**config.mk**
```make
export PLATFORM = sky130hd
export DESIGN_NAME = conv_window_buffer
export DESIGN_NICKNAME = d
export VERILOG_FILES = /design/src/rtl/conv_pkg.sv /design/src/rtl/conv_window_buffer_line_buffer.sv /design/src/rtl/conv_window_buffer.sv
export SDC_FILE = /design/constraint.sdc
export NUM_CORES = 1
export LEC_CHECK = 0
export ABC_AREA = 1
export BUFFER_PORTS_ARGS = -buffer_cell sky130_fd_sc_hd__buf_2
export CAP_MARGIN = 10
export CORE_MARGIN = 3
export CORE_UTILIZATION = 55
export CTS_BUF_LIST = sky130_fd_sc_hd__clkbuf_8
export DETAILED_ROUTE_END_ITERATION = 6
export PLACE_DENSITY = 0.72
export SYNTH_ARGS = -nofsm -noshare
export SYNTH_HDL_FRONTEND = slang
export SYNTH_HIERARCHICAL = 1
export SYNTH_SLANG_ARGS = --single-unit
```
**constraint.sdc**
```tcl
create_clock -name clk -period 3.33 [get_ports clk]
set_clock_uncertainty 0.2 [all_clocks]
set_input_delay 0.4995 -clock clk [delete_from_list [all_inputs] [get_ports clk]]
set_output_delay 0.4995 -clock clk [all_outputs]
set_load 0.005 [all_outputs]
```
**src/rtl/conv_pkg.sv**
```systemverilog
// Shared geometry for the sliding-window generator and the convolution MAC:
// default scan parameters, derived sizes and the window bit-offset helper.
package conv_pkg;

  localparam int DEF_DATA_SIZE   = 32;
  localparam int DEF_KERNEL_SIZE = 5;
  localparam int DEF_KERNEL_BW   = 5;
  localparam int DEF_STRIDE      = 1;
  localparam int DEF_PIX_BW      = 8;

  localparam int LAST_TL  = ((DEF_DATA_SIZE - DEF_KERNEL_SIZE) / DEF_STRIDE) * DEF_STRIDE;
  localparam int WIN_BW   = DEF_KERNEL_SIZE * DEF_KERNEL_SIZE * DEF_PIX_BW;
  localparam int LB_DEPTH = DEF_DATA_SIZE;

  // Top-left coordinate of the last stride-aligned window in a frame.
  function automatic int last_tl(input int data_size, input int k, input int stride);
    return ((data_size - k) / stride) * stride;
  endfunction

  // Bit offset of window element (a,b): a = row top-to-bottom, b = col left-to-right.
  function automatic int win_idx(input int a, input int b,
                                 input int k = DEF_KERNEL_SIZE,
                                 input int pix_bw = DEF_PIX_BW);
    return (a * k + b) * pix_bw;
  endfunction

endpackage

```
**src/rtl/conv_window_buffer_line_buffer.sv**
```systemverilog
// One image row of pixels, addressed by column. Read is combinational and
// sees the old contents during a write, so chained buffers shift rows down.
module conv_line_buffer
  import conv_pkg::*;
#(
  parameter int DEPTH = LB_DEPTH,
  parameter int AW    = DEF_KERNEL_BW,
  parameter int DW    = DEF_PIX_BW
) (
  input  logic          clk,
  input  logic          wr_en,
  input  logic [AW-1:0] addr,
  input  logic [DW-1:0] din,
  output logic [DW-1:0] dout
);

  logic [DW-1:0] mem [DEPTH];

  assign dout = mem[addr];

  always_ff @(posedge clk) begin
    if (wr_en) mem[addr] <= din;
  end

endmodule

```
**src/rtl/conv_window_buffer.sv**
```systemverilog
// Streaming KxK sliding-window generator: raster-order pixels in, one window
// out per stride-aligned in-bounds position, with a single output slot.
module conv_window_buffer
  import conv_pkg::*;
#(
  parameter int DATA_SIZE   = DEF_DATA_SIZE,
  parameter int KERNEL_SIZE = DEF_KERNEL_SIZE,
  parameter int KERNEL_BW   = DEF_KERNEL_BW,
  parameter int STRIDE      = DEF_STRIDE,
  parameter int PIX_BW      = DEF_PIX_BW
) (
  input  logic                                      clk,
  input  logic                                      rst_n,
  input  logic                                      i_clear,
  input  logic                                      i_valid,
  input  logic [PIX_BW-1:0]                         i_pixel,
  output logic                                      i_ready,
  output logic                                      o_valid,
  input  logic                                      o_ready,
  output logic [KERNEL_SIZE*KERNEL_SIZE*PIX_BW-1:0] o_window,
  output logic [KERNEL_BW-1:0]                      o_row,
  output logic [KERNEL_BW-1:0]                      o_col,
  output logic                                      o_last
);

  localparam int K = KERNEL_SIZE;
  localparam logic [KERNEL_BW-1:0] K_M1     = KERNEL_BW'(K - 1);
  localparam logic [KERNEL_BW-1:0] DS_M1    = KERNEL_BW'(DATA_SIZE - 1);
  localparam logic [KERNEL_BW-1:0] STEP     = KERNEL_BW'(STRIDE);
  localparam logic [KERNEL_BW-1:0] LAST_POS = KERNEL_BW'(last_tl(DATA_SIZE, K, STRIDE));

  logic [KERNEL_BW-1:0] row_cnt, col_cnt;
  logic [KERNEL_BW-1:0] top_row, top_col;
  logic                 accept, emit;
  logic [PIX_BW-1:0]    lb_in   [K-1];
  logic [PIX_BW-1:0]    lb_out  [K-1];
  logic [PIX_BW-1:0]    new_col [K];
  logic [PIX_BW-1:0]    win     [K][K];

  // Valid/ready: a transfer happens on a clock edge where valid && ready.
  // The output slot holds o_valid and its data until taken; input is accepted
  // only when the slot is empty or being emptied in the same cycle.
  assign i_ready = !o_valid || o_ready;
  assign accept  = i_valid && i_ready && !i_clear;

  assign top_row = row_cnt - K_M1;
  assign top_col = col_cnt - K_M1;
  assign emit    = (row_cnt >= K_M1) && (col_cnt >= K_M1) &&
                   ((top_row % STEP) == '0) && ((top_col % STEP) == '0);

  assign lb_in[0] = i_pixel;

  for (genvar k = 0; k < K - 1; k++) begin : g_lb
    if (k > 0) begin : g_chain
      assign lb_in[k] = lb_out[k-1];
    end
    conv_line_buffer #(
      .DEPTH (DATA_SIZE),
      .AW    (KERNEL_BW),
      .DW    (PIX_BW)
    ) u_lb (
      .clk   (clk),
      .wr_en (accept),
      .addr  (col_cnt),
      .din   (lb_in[k]),
      .dout  (lb_out[k])
    );
  end

  // Oldest row sits in the deepest buffer and lands at the top of the window.
  for (genvar a = 0; a < K - 1; a++) begin : g_col
    assign new_col[a] = lb_out[K-2-a];
  end
  assign new_col[K-1] = i_pixel;

  for (genvar a = 0; a < K; a++) begin : g_row_out
    for (genvar b = 0; b < K; b++) begin : g_col_out
      assign o_window[win_idx(a, b, K, PIX_BW) +: PIX_BW] = win[a][b];
    end
  end

  always_ff @(posedge clk or negedge rst_n) begin
    if (!rst_n) begin
      for (int a = 0; a < K; a++)
        for (int b = 0; b < K; b++)
          win[a][b] <= '0;
    end else if (accept) begin
      for (int a = 0; a < K; a++) begin
        for (int b = 0; b < K - 1; b++)
          win[a][b] <= win[a][b+1];
        win[a][K-1] <= new_col[a];
      end
    end
  end

  always_ff @(posedge clk or negedge rst_n) begin
    if (!rst_n) begin
      row_cnt <= '0;
      col_cnt <= '0;
      o_valid <= 1'b0;
      o_last  <= 1'b0;
      o_row   <= '0;
      o_col   <= '0;
    end else if (i_clear) begin
      row_cnt <= '0;
      col_cnt <= '0;
      o_valid <= 1'b0;
      o_last  <= 1'b0;
    end else begin
      if (accept) begin
        if (col_cnt == DS_M1) begin
          col_cnt <= '0;
          row_cnt <= (row_cnt == DS_M1) ? '0 : row_cnt + 1'b1;
        end else begin
          col_cnt <= col_cnt + 1'b1;
        end
      end
      if (accept && emit) begin
        o_valid <= 1'b1;
        o_row   <= top_row;
        o_col   <= top_col;
        o_last  <= (top_row == LAST_POS) && (top_col == LAST_POS);
      end else if (o_ready) begin
        o_valid <= 1'b0;
      end
    end
  end

endmodule

```
==> summary.md <==
| Metric | Value |
|---|---|
| Crit Reg-Reg Startpoint | `col_cnt[1]` |
| Share of the synthesized area in the top cell type | `0.5909` |
| Sequential element share of the synthesized area | `0.6977` |
| HPWL after DPL | `78210 µm` |
| Clock buffer depth | `3` |
| Worst Tran Pin Value | `0.9832 ns` |
| Die X | `~310 µm` |
| Final std cells w/o fill | `7015` |
| Worst slew margin | `0.3445` |
| Max Cap Viol | `0` |
| P&R area growth vs syn | `14.54%` |
| FF+latch count, synth | `1246` |
| Post-Route WL | `127600 µm` |
| Length in cells of the worst reg-to-reg path | `8` |
| Total power per unit cell area | `579.0 nW/µm²` |
| Synth cell types | `25` |
| Synth top area cells | `edfxtp_1 (59%), nand2_1 (23%), dfrtp_1 (11%)` |
| CP Launch Type | `register` |
| Placeable Area | `93610 µm²` |
| Leak Pwr | `0.02672 µW` |
| # fillers | `7331` |
| Avg WL per Cell | `18.19 µm` |
| DRT Pass-1 Iters | `6` |
| Synth Area per Inst | `10.08 µm²` |
| Die ar. | `98340 µm²` |
| Post-layout min period | `3.183 ns` |
| Critical Path Fanout Max | `35` |
| # port buffers | `225` |
| Worst-path clk slew | `0.07 ns` |
| Fin Setup TNS | `0 ns` |
| Max-slew violation count | `0` |
| Worst r2r dst | `o_valid` |
| Syn. warnings | `6` |
| Nets | `5623` |
| Tot GR Track Use | `0.2589` |
| First-pass GRT wire length | `about 200000 µm` |
| Final period utilization | `0.9559` |
| Chip height | `313.6 µm` |
| Grt ovf | `0` |
| Final setup viols | `0` |
| Routability congestion estimate | `0.8644` |
| Hold_ws | `0.06703 ns` |
| Final antenna-violating net count | `0` |
| Clock root buffer | `clkbuf_8` |
| Req. time, crit path | `3.87 ns` |
| H-Tree Depth | `4` |
| CP Data Arrival Time | `about 3.7 ns` |
| Max VDD drop | `0.0003962 V` |
| Vias/cell | `around 5.2` |
| Cell taking the most area after synthesis | `edfxtp_1` |
| Post-Syn Area | `52040 µm²` |
| Worst reg2reg setup slack | `about 0.15 ns` |
| Vias in the first global route | `35045` |
| Clock sink count | `1246` |
| Pin count of the biggest net entering global routing | `between 200 and 250` |
| Io pins | `226` |
| Hold Vio Cnt, Final | `0` |
| Type of the worst setup path | `register to register` |
| Cell row count | `roughly 110` |
| Clock latency on the worst-skew pair | `0.86 ns` |
| Post-Synthesis Cells | `5164` |
| Antenna violations before repair | `5` |
| Initial cell density of the core | `0.5559` |
| Min-Delay Path Class | `input pin to async pin` |
| Num CTS Buffers | `just under 200` |
| Design Power | `~35000 µW` |
| CTS tree | `yes` |
| Share of layout cells above drive strength 1 | `0.1368` |
| Initial DRC Count | `3773` |
| Crit. End Element | `register` |
| DRC | `0` |
| Fmax | `between 300 and 400 MHz` |
| Vias | `36712` |
| Syn nets | `~5200` |
| Status | `finished clean` |
| Core Util, Final | `0.6367` |
| Placed cells | `6641` |
| RSZ-0062 raised after global routing | `false` |
[metrics by stage]
stage	setup slack, ns	area (µm²)
CTS	0.09208	59590
floorplan	0.9308	52040
global route	0.02553	59600
finish	0.1470	59600
global placement	0.4876	55630
detailed placement	0.4254	55630
[flip-flops by register name (all words and copies together), names as in the netlist]
signal,flops
col_cnt,5
row_cnt,5
o_col,5
o_valid,1
o_window,200
o_row,5
o_last,1
g_lb.u_lb/mem,1024
[kinds of logic after synthesis]
family,Yosys count,share of synthesized area
and+or+nand+nor,3465,0.2549
DFF,1246,0.6977
buffers and inverters,338,0.03417
AOI/OAI and AO/OA,99,0.009522
adders and majority gates,14,0.003366
xor gates and xnor gates,2,0.0003367
[Yosys cell counts]
master	n
nor3_1	2
a21oi_1	3
clkbuf_2	3
nor2_1	202
o21ai_1	25
inv_1	70
nand3_4	1
xor2_1	1
nand2_1	3201
dfrtp_1	222
clkbuf_1	35
nand3_2	1
nand3_1	24
buf_4	60
inv_4	1
o21ai_0	71
nand3b_1	1
inv_2	37
buf_2	114
edfxtp_1	1024
xnor2_1	1
ha_1	14
nor3_2	32
nand2_2	1
buf_6	18
[power breakdown]
part	switching [µW]	leakage [µW]	internal, µW
Combinational	2630	0.0124	1200
Clock	5870	0.00221	6580
Sequential	460	0.0121	17800
Total	8970	0.0267	25500
[worst max path at each step]
| stage | start | end |
|---|---|---|
| after floorplan | o_ready | g_lb[0].u_lb/mem[0][0] |
| after global placement | col_cnt[0] | g_lb[2].u_lb/mem[26][0] |
| after detailed placement | col_cnt[0] | o_window[115] |
| after CTS | col_cnt[0] | col_cnt[0] |
| after global routing | col_cnt[1] | o_valid |
| final | col_cnt[1] | o_valid |
[what timing repair did]
action | in CTS | in global routing
setup buffers | 0 | 0
resized for setup | 0 | 1
hold buffers | 13 | 0
endpoints found under the hold margin | 263 | 0
setup endpoints to repair | 0 | 4
[placed cells by master (no fill, tap or decap), types with 3 or more instances in the layout]
| cell | netlist | layout |
|---|---|---|
| a21oi_1 | 3 | 3 |
| buf_12 | 0 | 42 |
| buf_2 | 114 | 224 |
| buf_4 | 60 | 185 |
| bufinv_16 | 0 | 6 |
| clkbuf_8 | 0 | 222 |
| clkinv_1 | 0 | 35 |
| clkinv_2 | 0 | 19 |
| clkinvlp_4 | 0 | 4 |
| dfrtp_1 | 222 | 217 |
| dfrtp_2 | 0 | 3 |
| dlygate4sd3_1 | 0 | 13 |
| edfxtp_1 | 1024 | 1024 |
| ha_1 | 14 | 14 |
| inv_1 | 70 | 137 |
| inv_2 | 37 | 33 |
| inv_6 | 0 | 5 |
| inv_8 | 0 | 4 |
| nand2_1 | 3201 | 3201 |
| nand3_1 | 24 | 24 |
| nor2_1 | 202 | 202 |
| nor3_2 | 32 | 32 |
| o21ai_0 | 71 | 71 |
| o21ai_1 | 25 | 25 |
[worst max-delay path, cell delays in order, from the launching register on]
cell,delay (ns)
dfrtp_4,0.69
buf_4,0.49
inv_1,0.20
ha_1,0.23
nand2_1,0.05
nand3_1,0.11
nand3_2,0.37
o21ai_0,0.16
dlygate4sd3_1,0.58
[cell type report]
cell class | count | area, µm² | area share
inverter | 108 | 417.9 | 0.007012
sequential | 1246 | 36320 | 0.6093
timing repair buffer | 466 | 3507 | 0.05884
clock inverter | 137 | 778.2 | 0.01306
tap | 1254 | 1569 | 0.02632
multi-input combinational | 3580 | 13950 | 0.2341
antenna | 2 | 5.005 | 0.00008397
clock buffer | 222 | 3055 | 0.05126
[layer usage]
layer,global-route usage,wire [µm]
met2,0.4109,60180
met5,0,29
met4,0.09329,3817
met3,0.04984,10990
met1,0.3604,52580
Power figures use the tool's default switching activity.
